[config.mk]
export PLATFORM = sky130hd
export DESIGN_NAME = spi_master_ctrl
export DESIGN_NICKNAME = d
export VERILOG_FILES = /design/src/rtl/spi_pkg.sv /design/src/rtl/spi_shift_reg.sv /design/src/rtl/spi_master_ctrl.sv
export SDC_FILE = /design/constraint.sdc
export NUM_CORES = 1
export LEC_CHECK = 0
export CAP_MARGIN = 10
export CORE_ASPECT_RATIO = 0.7
export CORE_MARGIN = 10
export CORE_UTILIZATION = 50
export CTS_CLUSTER_DIAMETER = 120
export DETAILED_ROUTE_END_ITERATION = 12
export GPL_ROUTABILITY_DRIVEN = 0
export PLACE_DENSITY = 0.8
export SLEW_MARGIN = 20
export SYNTH_ARGS = -nofsm -noshare
export SYNTH_HDL_FRONTEND = slang
export SYNTH_SLANG_ARGS = --single-unit
[constraint.sdc]
create_clock -name clk -period 2.3 [get_ports clk]
set_input_delay 0.46 -clock clk [delete_from_list [all_inputs] [get_ports clk]]
set_output_delay 0.46 -clock clk [all_outputs]
set_load 0.005 [all_outputs]
[src/rtl/spi_pkg.sv]
// spi_pkg: shared FSM states, command codes and frame constants for the SPI master
package spi_pkg;
   typedef enum logic [2:0] {ST_IDLE, ST_LEAD, ST_SHIFT, ST_TURN, ST_RECV, ST_GAP} state_t;
   localparam logic [1:0] CMD_WR_ADDR = 2'b00;
   localparam logic [1:0] CMD_WR_DATA = 2'b01;
   localparam logic [1:0] CMD_RD_ADDR = 2'b10;
   localparam logic [1:0] CMD_RD_DATA = 2'b11;
   localparam int FRAME_BITS = 11;
   localparam int RX_BITS = 8;
   function automatic int max4(input int a, input int b, input int c, input int d);
      int ab, cd;
      ab = (a > b) ? a : b;
      cd = (c > d) ? c : d;
      return (ab > cd) ? ab : cd;
   endfunction
endpackage

[src/rtl/spi_shift_reg.sv]
// spi_shift_reg: transmit word shifter and receive byte shifter
// Ports: i_load latches i_word, i_shift moves tx left (o_tx_msb is the bit on the wire),
// i_capture shifts i_miso into rx; o_rx_nxt is the byte as it will look after this capture.
module spi_shift_reg
   import spi_pkg::*;
(
   input  logic                  clk,
   input  logic                  rst,
   input  logic                  i_load,
   input  logic                  i_shift,
   input  logic                  i_capture,
   input  logic [FRAME_BITS-2:0] i_word,
   input  logic                  i_miso,
   output logic                  o_tx_msb,
   output logic [RX_BITS-1:0]    o_rx_nxt
);
   logic [FRAME_BITS-2:0] r_tx;
   logic [RX_BITS-2:0]    r_rx;
   always_ff @(posedge clk or posedge rst)
      if (rst) begin
         r_tx <= '0;
         r_rx <= '0;
      end else begin
         if (i_load) r_tx <= i_word;
         else if (i_shift) r_tx <= {r_tx[FRAME_BITS-3:0], 1'b0};
         if (i_capture) r_rx <= o_rx_nxt[RX_BITS-2:0];
      end
   assign o_tx_msb = r_tx[FRAME_BITS-2];
   assign o_rx_nxt = {r_rx, i_miso};
endmodule

[src/rtl/spi_master_ctrl.sv]
// spi_master_ctrl: SPI frame controller (lead, 11-slot command/payload, optional turnaround + 8-bit read, gap)
// Ports: start/cmd/payload request a frame; busy, done, rd_data/rd_valid report it;
// SS_n/MOSI/MISO are the SPI wires. Reset is asynchronous, active high.
module spi_master_ctrl
   import spi_pkg::*;
#(
   parameter int LEAD_CYC = 1,
   parameter int TURN_CYC = 2,
   parameter int GAP_CYC  = 2
)(
   input  logic       clk,
   input  logic       rst,
   input  logic       start,
   input  logic [1:0] cmd,
   input  logic [7:0] payload,
   output logic       busy,
   output logic       done,
   output logic [7:0] rd_data,
   output logic       rd_valid,
   output logic       SS_n,
   output logic       MOSI,
   input  logic       MISO
);
   localparam int CW = $clog2(max4(FRAME_BITS, LEAD_CYC, TURN_CYC, GAP_CYC) + 1);
   // zero-length phases are skipped by jumping straight past them
   localparam state_t ST_FIRST = (LEAD_CYC > 0) ? ST_LEAD : ST_SHIFT;
   localparam state_t ST_TAIL  = (GAP_CYC > 0) ? ST_GAP : ST_IDLE;
   localparam state_t ST_RXGO  = (TURN_CYC > 0) ? ST_TURN : ST_RECV;
   state_t         r_state, w_nxt;
   logic [CW-1:0]  r_cnt;
   logic [1:0]     r_cmd;
   logic [7:0]     r_rd_data;
   logic           w_last, w_load, w_done, w_rd, w_tx_msb;
   logic [7:0]     w_rx_nxt;
   assign w_rd = r_cmd == CMD_RD_DATA;
   assign w_last = (r_state == ST_LEAD  && r_cnt == CW'(LEAD_CYC - 1))   ||
                   (r_state == ST_SHIFT && r_cnt == CW'(FRAME_BITS - 1)) ||
                   (r_state == ST_TURN  && r_cnt == CW'(TURN_CYC - 1))   ||
                   (r_state == ST_RECV  && r_cnt == CW'(RX_BITS - 1))    ||
                   (r_state == ST_GAP   && r_cnt == CW'(GAP_CYC - 1));
   // done is the last cycle of the frame, so a start seen here chains the next frame with no idle cycle
   always_comb begin
      w_nxt = r_state;
      if (w_last)
         case (r_state)
            ST_LEAD:  w_nxt = ST_SHIFT;
            ST_SHIFT: w_nxt = w_rd ? ST_RXGO : ST_TAIL;
            ST_TURN:  w_nxt = ST_RECV;
            ST_RECV:  w_nxt = ST_TAIL;
            default:  w_nxt = ST_IDLE;
         endcase
      w_done = r_state != ST_IDLE && w_nxt == ST_IDLE;
      w_load = start && (r_state == ST_IDLE || w_done);
      if (w_load) w_nxt = ST_FIRST;
   end
   always_ff @(posedge clk or posedge rst)
      if (rst) begin
         r_state   <= ST_IDLE;
         r_cnt     <= '0;
         r_cmd     <= '0;
         r_rd_data <= '0;
      end else begin
         r_state <= w_nxt;
         r_cnt   <= (r_state == ST_IDLE || w_nxt != r_state || w_load) ? '0 : r_cnt + 1'b1;
         if (w_load) r_cmd <= cmd;
         if (r_state == ST_RECV && w_last) r_rd_data <= w_rx_nxt;
      end
   // slot 0 repeats word[9], so shifting starts only after slot 1
   spi_shift_reg u_sr (
      .clk       (clk),
      .rst       (rst),
      .i_load    (w_load),
      .i_shift   (r_state == ST_SHIFT && r_cnt != '0),
      .i_capture (r_state == ST_RECV),
      .i_word    ({cmd, payload}),
      .i_miso    (MISO),
      .o_tx_msb  (w_tx_msb),
      .o_rx_nxt  (w_rx_nxt)
   );
   assign busy     = r_state != ST_IDLE;
   assign done     = w_done;
   assign rd_valid = w_done && w_rd;
   assign rd_data  = r_rd_data;
   assign SS_n     = r_state == ST_IDLE || r_state == ST_GAP;
   assign MOSI     = r_state == ST_SHIFT && w_tx_msb;
endmodule

# ---- Word level (Yosys, flattened, before mapping)
# Cells that the tools add are included.
dict set report classes {
  reduce_logical 25
  n_mux 7
  eq_ne 10
  addsub 1
}
# operator count
set ops {}
lappend ops {{10-bit 2-to-1 mux} 2}
lappend ops {{3-bit one-hot mux with 4 select lines} 1}
lappend ops {{1-bit logical AND} 11}
lappend ops {{3-bit 2-to-1 mux} 3}
lappend ops {{1-bit logical OR} 8}
lappend ops {{3-bit by 2-bit equality test with 1-bit output, second input constant} 2}
lappend ops {{3-bit equality test, second input constant} 2}
lappend ops {{3-bit logical NOT} 2}
lappend ops {{4-bit by 1-bit adder with 4-bit output, second input constant} 1}
lappend ops {{4-bit by 1-bit equality test with 1-bit output, second input constant} 1}
lappend ops {{4-bit by 3-bit equality test with 1-bit output, second input constant} 1}
lappend ops {{4-bit equality test, second input constant} 1}
lappend ops {{4-bit logical NOT} 1}
lappend ops {{4-bit 2-to-1 mux} 1}
lappend ops {{4-bit nonzero test} 1}
lappend ops {{3-bit by 1-bit equality test with 1-bit output, second input constant} 1}
lappend ops {{3-bit != test} 1}
lappend ops {{3-bit nonzero test} 1}
lappend ops {{2-bit equality test, second input constant} 1}
lappend ops {{2-bit nonzero test} 1}
dict set report word_totals {
  out_inout_bits 13
  in_bits 14
  regBits 34
  elab_cells 49
}

# ---- Longest topological paths before layout
dict set report logic_depth {
  ltp_word 16
  mapped_depth 8
  ltp_nobuf 7
}

# ---- Cells and area by module
# A second synthesis with hierarchy kept.
dict set report hier_totals {
  cells_unflattened 150
  area_unflattened_um2 1687.9
}
# mod cells_each area_per_inst_um2 seq_area_each_um2 n_inst
set by_module_without_submodules {}
lappend by_module_without_submodules {spi_master_ctrl 90 947.2 425.4 1}
lappend by_module_without_submodules {spi_shift_reg 60 740.7 425.4 1}

# ---- Least setup slack after synthesis
# OpenSTA, ideal clock, no wires.
dict set report synth_timing {
  path_kind {register -> register}
  start {reg r_cnt[1]}
  end {reg r_cmd[0]}
  stages_incl_launch_ff 9
  t_arrival_ps 1976
  slack_ps 198
  period_less_slack_ps 2102
  setup_time_ps 125
  t_required_ps 2175
  n_path_buf 1
  path_cell_list {dfrtp_1 > inv_1 > ha_1 > nand2b_1 > a2111oi_4 > o2111a_2 > o211ai_4 > buf_12 > mux2_4}
}
dict set report synth_between {
  elab_chain_cells 11
  word_cells_on_any_way 18
  cone_classes {3 x eq/ne; 1 x mux; 14 x reduce/logical}
}
# item line_no
set synth_lines {}
lappend synth_lines {{from (decl)} spi_master_ctrl.sv:30} ;# logic [CW-1:0] r_cnt;
lappend synth_lines {{from (signal assigned)} spi_master_ctrl.sv:64} ;# r_cnt <= (r_state == ST_IDLE || w_nxt != r_state || w_load) ? '0 : r_cnt + 1'b1;
lappend synth_lines {{4-bit equality test / 4-bit logical NOT (equally long branches)} {spi_master_ctrl.sv:37, spi_master_ctrl.sv:36}}
lappend synth_lines {{1-bit logical AND (on tied branches)} {spi_master_ctrl.sv:37, spi_master_ctrl.sv:36}}
lappend synth_lines {{1-bit logical OR} spi_master_ctrl.sv:36} ;# assign w_last = (r_state == ST_LEAD && r_cnt == CW'(LEAD_CYC - 1)) ||
lappend synth_lines {{1-bit logical OR} spi_master_ctrl.sv:37} ;# (r_state == ST_SHIFT && r_cnt == CW'(FRAME_BITS - 1)) ||
lappend synth_lines {{1-bit logical OR} spi_master_ctrl.sv:38} ;# (r_state == ST_TURN && r_cnt == CW'(TURN_CYC - 1)) ||
lappend synth_lines {{1-bit logical OR *} spi_master_ctrl.sv:39} ;# (r_state == ST_RECV && r_cnt == CW'(RX_BITS - 1)) ||
lappend synth_lines {{3-bit 2-to-1 mux *} spi_master_ctrl.sv:44} ;# if (w_last)
lappend synth_lines {{3-bit logical NOT *} spi_master_ctrl.sv:52} ;# w_done = r_state != ST_IDLE && w_nxt == ST_IDLE;
lappend synth_lines {{1-bit logical AND *} spi_master_ctrl.sv:52}
lappend synth_lines {{named net done} spi_master_ctrl.sv:17} ;# output logic done,
lappend synth_lines {{1-bit logical OR *} spi_master_ctrl.sv:53} ;# w_load = start && (r_state == ST_IDLE || w_done);
lappend synth_lines {{1-bit logical AND *} spi_master_ctrl.sv:53}
lappend synth_lines {{to (signal assigned)} spi_master_ctrl.sv:65} ;# if (w_load) r_cmd <= cmd;
lappend synth_lines {{to (decl)} spi_master_ctrl.sv:31} ;# logic [1:0] r_cmd;
# Mark *: on every way through the listed nets, which the timed path passes. The rest lies on a longest branch.
# A chain may end at the register's enable or synchronous reset.

# ---- Final worst setup path
dict set report layout_timing {
  start {reg r_cnt[1]}
  end {out rd_valid}
}
dict set report layout_between {
  elab_chain_cells 10
  word_cells_on_any_way 17
  cone_classes {3 x eq/ne; 1 x mux; 13 x reduce/logical}
}
# item line_no
set layout_lines {}
lappend layout_lines {{4-bit equality test / 4-bit logical NOT (equally long branches)} {spi_master_ctrl.sv:37, spi_master_ctrl.sv:36}}
lappend layout_lines {{1-bit logical AND (on tied branches)} {spi_master_ctrl.sv:37, spi_master_ctrl.sv:36}}
lappend layout_lines {{1-bit logical OR} spi_master_ctrl.sv:36}
lappend layout_lines {{1-bit logical OR} spi_master_ctrl.sv:37}
lappend layout_lines {{1-bit logical OR} spi_master_ctrl.sv:38}
lappend layout_lines {{1-bit logical OR *} spi_master_ctrl.sv:39}
lappend layout_lines {{3-bit 2-to-1 mux *} spi_master_ctrl.sv:44}
lappend layout_lines {{3-bit logical NOT *} spi_master_ctrl.sv:52}
lappend layout_lines {{1-bit logical AND *} spi_master_ctrl.sv:52}
lappend layout_lines {{1-bit logical AND *} spi_master_ctrl.sv:82} ;# assign rd_valid = w_done && w_rd;
lappend layout_lines {{to (decl)} spi_master_ctrl.sv:19} ;# output logic rd_valid,
# Every way passes the cells marked *; elsewhere a longest branch is shown, timed or not.

==> results by stage <==
Status:
- The flow ran to the end, but the final reports show violations.
- The checks that failed: negative setup slack.

GRT:
- Global routing used 11.82% of the available tracks across all layers.
- The total congestion overflow is 0.
- The initial antenna violation count is 0.
- The via count of the first global-routing pass is 1306.
- The first-pass GRT wire length is 6.292 mm.
- The pin count of the biggest net entering global routing is 35.

STA:
- The final count of pins violating max slew is 0.
- The post-route fraction of the period consumed by the critical path is 101.2%.
- The smallest clock period supported by the final layout is computed as 2327 ps.
- The final critical-path setup slack is -27.00 ps.
- The worst relative slew slack is 71.40%.
- The actual transition at the worst max-transition pin is 429.1 ps.
- The final count of hold timing violations is 0.
- The final worst clock skew is 4.125 ps.
- Setup violations remaining at the end of the flow were counted as 11.
- Setup repair after global routing could not meet its margin everywhere.
- The achievable frequency is 0.4297 GHz.

Setup path:
- By startpoint and endpoint, the worst setup path is classified as flip-flop to output pin.
- For the worst setup path, the data arrival time is 1870 ps.
- The register-to-register setup slack is -20 ps.
- In this run the critical register-to-register path is captured at u_sr.r_tx[0].
- The highest net fanout along the worst path is 2.
- In this run the critical register-to-register path is launched from r_cnt[1].
- The capture point of the worst path is rd_valid.
- STA classifies the critical path startpoint as a flip-flop.
- The first element of the critical path is r_cnt[1].
- Measured in cells, the most critical reg-to-reg path has a length of 11.
- The kind of end point of the critical path is an output pin.
- Data on the critical path is required at its endpoint by 1840 ps.

Routing:
- The wire length reported by the detailed router is 3.610 mm.
- The average vias per placed instance is 4.947.
- In the routed design, unresolved DRC markers number 0.
- The first detailed-routing pass took 4 iterations.
- The count of nets left with antenna violations once routing finished came out at 0.
- The routed layout has 1217 vias.
- The detailed router finished its first iteration with 62 violations.
- The routed wirelength normalized by instance count is 14.67 µm.

Floorplan:
- The floorplan step set the die height to 69.70 µm.
- The initial cell density of the core is 53.86%.
- The area of the die is 6342 µm².
- The number of top-level design ports is 27.
- The placeable core area is 3276 µm².
- The horizontal die dimension is 91.00 µm.
- After floorplanning, the core was divided into 17 placement rows.

Layout:
- Of the cells placed in the final design, the portion with a size suffix greater than 1 is 33.67%.
- At the end of the flow, the number of nets in the layout was 216.
- For this run, the share of the core covered by cells in the final layout is 71.85%.
- The count of antenna diodes in the layout is 0.
- The area growth from synthesis to layout is 33.40%.
- After routing the design area is 2354 µm².

CTS:
- The longest clock path from root to sink contains 2 buffers.
- After clock tree synthesis, the clock-pin slew on the worst setup and hold paths is 70 ps.
- Clock tree synthesis inserted a total of 5 buffers.
- For the worst-skew pair, the clock arrives at the later sink with an insertion delay of 280 ps.
- The number of H-tree branching levels is 2.
- TritonCTS built the clock tree.
- The clock drives 34 sinks.
- The number of hold buffers added after CTS was 0.
- The cell sitting at the root of the clock tree is a clkbuf_8.

Synthesis:
- Of all flip-flops after synthesis, the portion carrying an async set or reset was 100.0%.
- The average instance area after synthesis is 12.00 µm².
- The net count after synthesis is 165.
- In this run, distinct cell masters in the synthesized netlist total 38.
- The sequential cell area fraction in the yosys report is 48.23%.
- Synthesis inferred 34 register bits.
- The Yosys step of the flow raised 0 warnings.
- The primary flip-flop cell chosen by synthesis mapping is dfrtp_1.
- The number of synthesized flops with an enable pin is 0.
- The cell area that synthesis handed to floorplanning was 1764 µm².
- Synthesis produced a netlist whose cell count is 147.

Placement:
- The worst slack at placement is -218.2 ps.
- The count of buffers added on input and output ports is 26.
- The total cell area at the placement stage is 2146 µm².
- The HPWL after detailed placement is 2.544 mm.

Worst hold path:
- The number of instances on the worst hold path is 2.
- The path class of the lowest-slack min-delay path is flip-flop to flip-flop.

Power and ir drop:
- The worst-case IR drop observed on VDD is 0.0009631 V.
- The power per standard cell area is 1259 nW/µm².
- Overall power consumption after layout is estimated at 0.002962 W.
- Summed over all cells, the static leakage comes to 1.142 nW.

Run:
- The tool flagged a number of max-cap violations equal to 0.
## per-layer routing
| layer | part of all wire (%) | vias up | GRT usage, % | wire length (µm) |
|---|---|---|---|---|
| li1 | - | 604 | - | - |
| met1 | 47 | 581 | 14.56 | 1687 |
| met2 | 47 | 28 | 18.92 | 1710 |
| met3 | 5.0 | 4 | 4.634 | 182 |
| met4 | 0.80 | 0 | 2.744 | 29 |
| met5 | 0 | - | 0 | 0 |
## registers in the layout, summed over array words and instances, names as in the netlist
name,cells
r_cmd,2
r_cnt,4
r_state,3
rd_data,8
u_sr.r_rx,7
u_sr.r_tx,10
## kinds of logic after synthesis
kind of cell | share of synthesized area [%]
DFF | 48.23
buffers and inverters | 4.752
AOI/OAI and AO/OA | 7.589
and+or+nand+nor | 15.11
adders and majority gates | 2.837
muxes | 20.00
xor gates and xnor gates | 1.490
## synth_stat cells, types with 2 or more instances
library cell / number / area [µm²]
mux2_2: 10 / 112.6
mux2_4: 10 / 150.1
nand2_1: 27 / 101.4
o21ai_1: 2 / 10.01
nor3_1: 2 / 10.01
o21ai_0: 2 / 10.01
nor2b_1: 2 / 12.51
buf_2: 3 / 15.01
ha_1: 4 / 50.05
dfrtp_1: 34 / 850.8
xor2_1: 2 / 17.52
inv_1: 7 / 26.28
mux2_1: 8 / 90.09
nor2_1: 9 / 33.78
nand3_1: 2 / 10.01
## report_power, final
group | total (W) | internal (W) | leakage, nW | switching, W
registers | 0.000987 | 0.000843 | 0.423 | 0.000145
logic | 0.00153 | 0.000900 | 0.671 | 0.000626
clock network | 0.000449 | 0.000241 | 0.0482 | 0.000207
## worst max-delay path, cell delays in order, from the launching register on
cell       delay, ps
dfrtp_1          400
inv_2             80
ha_4             140
nand2b_4          60
a2111oi_4        320
o2111a_2         290
and3_4           190
buf_6             90
## area by class of cell
type	count	area [µm²]
clock buffers	7	86.33
clock inverters	1	5.005
fillers	248	922.1
inverters	7	26.28
multi-input cells	99	858.3
flip-flops and latches	34	852.1
well taps	47	58.81
repair buffers	51	466.7
## per-stage QoR
stage	std cells	hold WS (ps)	TNS [ps]
after floorplan	147	434.8	0
after global placement	229	447.7	-324.9
after detailed placement	229	455.6	-419.0
after CTS	245	471.6	0
after global routing	246	504.8	-914.5
final	246	471.8	-197.7
## worst min path at each step
stage / from / endpoint / slack, ps
6_report: u_sr.r_rx[6] / rd_data[7] / 470
5_1_grt: rd_data[7] / rd_data[7] / 500
4_1_cts: u_sr.r_rx[6] / rd_data[7] / 470
3_5_place_dp: u_sr.r_rx[6] / rd_data[7] / 460
3_3_place_gp: u_sr.r_rx[6] / rd_data[7] / 450
2_1_floorplan: u_sr.r_rx[6] / rd_data[7] / 430
## what timing repair did
item	CTS	global route
gates resized for setup	14	6
pin swaps	3	0
endpoints found under the setup margin	3	13
setup buffers	8	1
## cell usage in the layout (no fill, tap or decap), types with 3 or more instances in the layout
| master | count |
|---|---|
| nand2_1 | 27 |
| mux2_2 | 10 |
| mux2_4 | 11 |
| buf_4 | 21 |
| clkdlybuf4s50_1 | 23 |
| clkbuf_8 | 6 |
| ha_1 | 3 |
| inv_1 | 6 |
| nor2_1 | 9 |
| mux2_1 | 7 |
| buf_6 | 4 |
| dfrtp_1 | 33 |
Note: power is estimated with default switching activity, not from simulation.
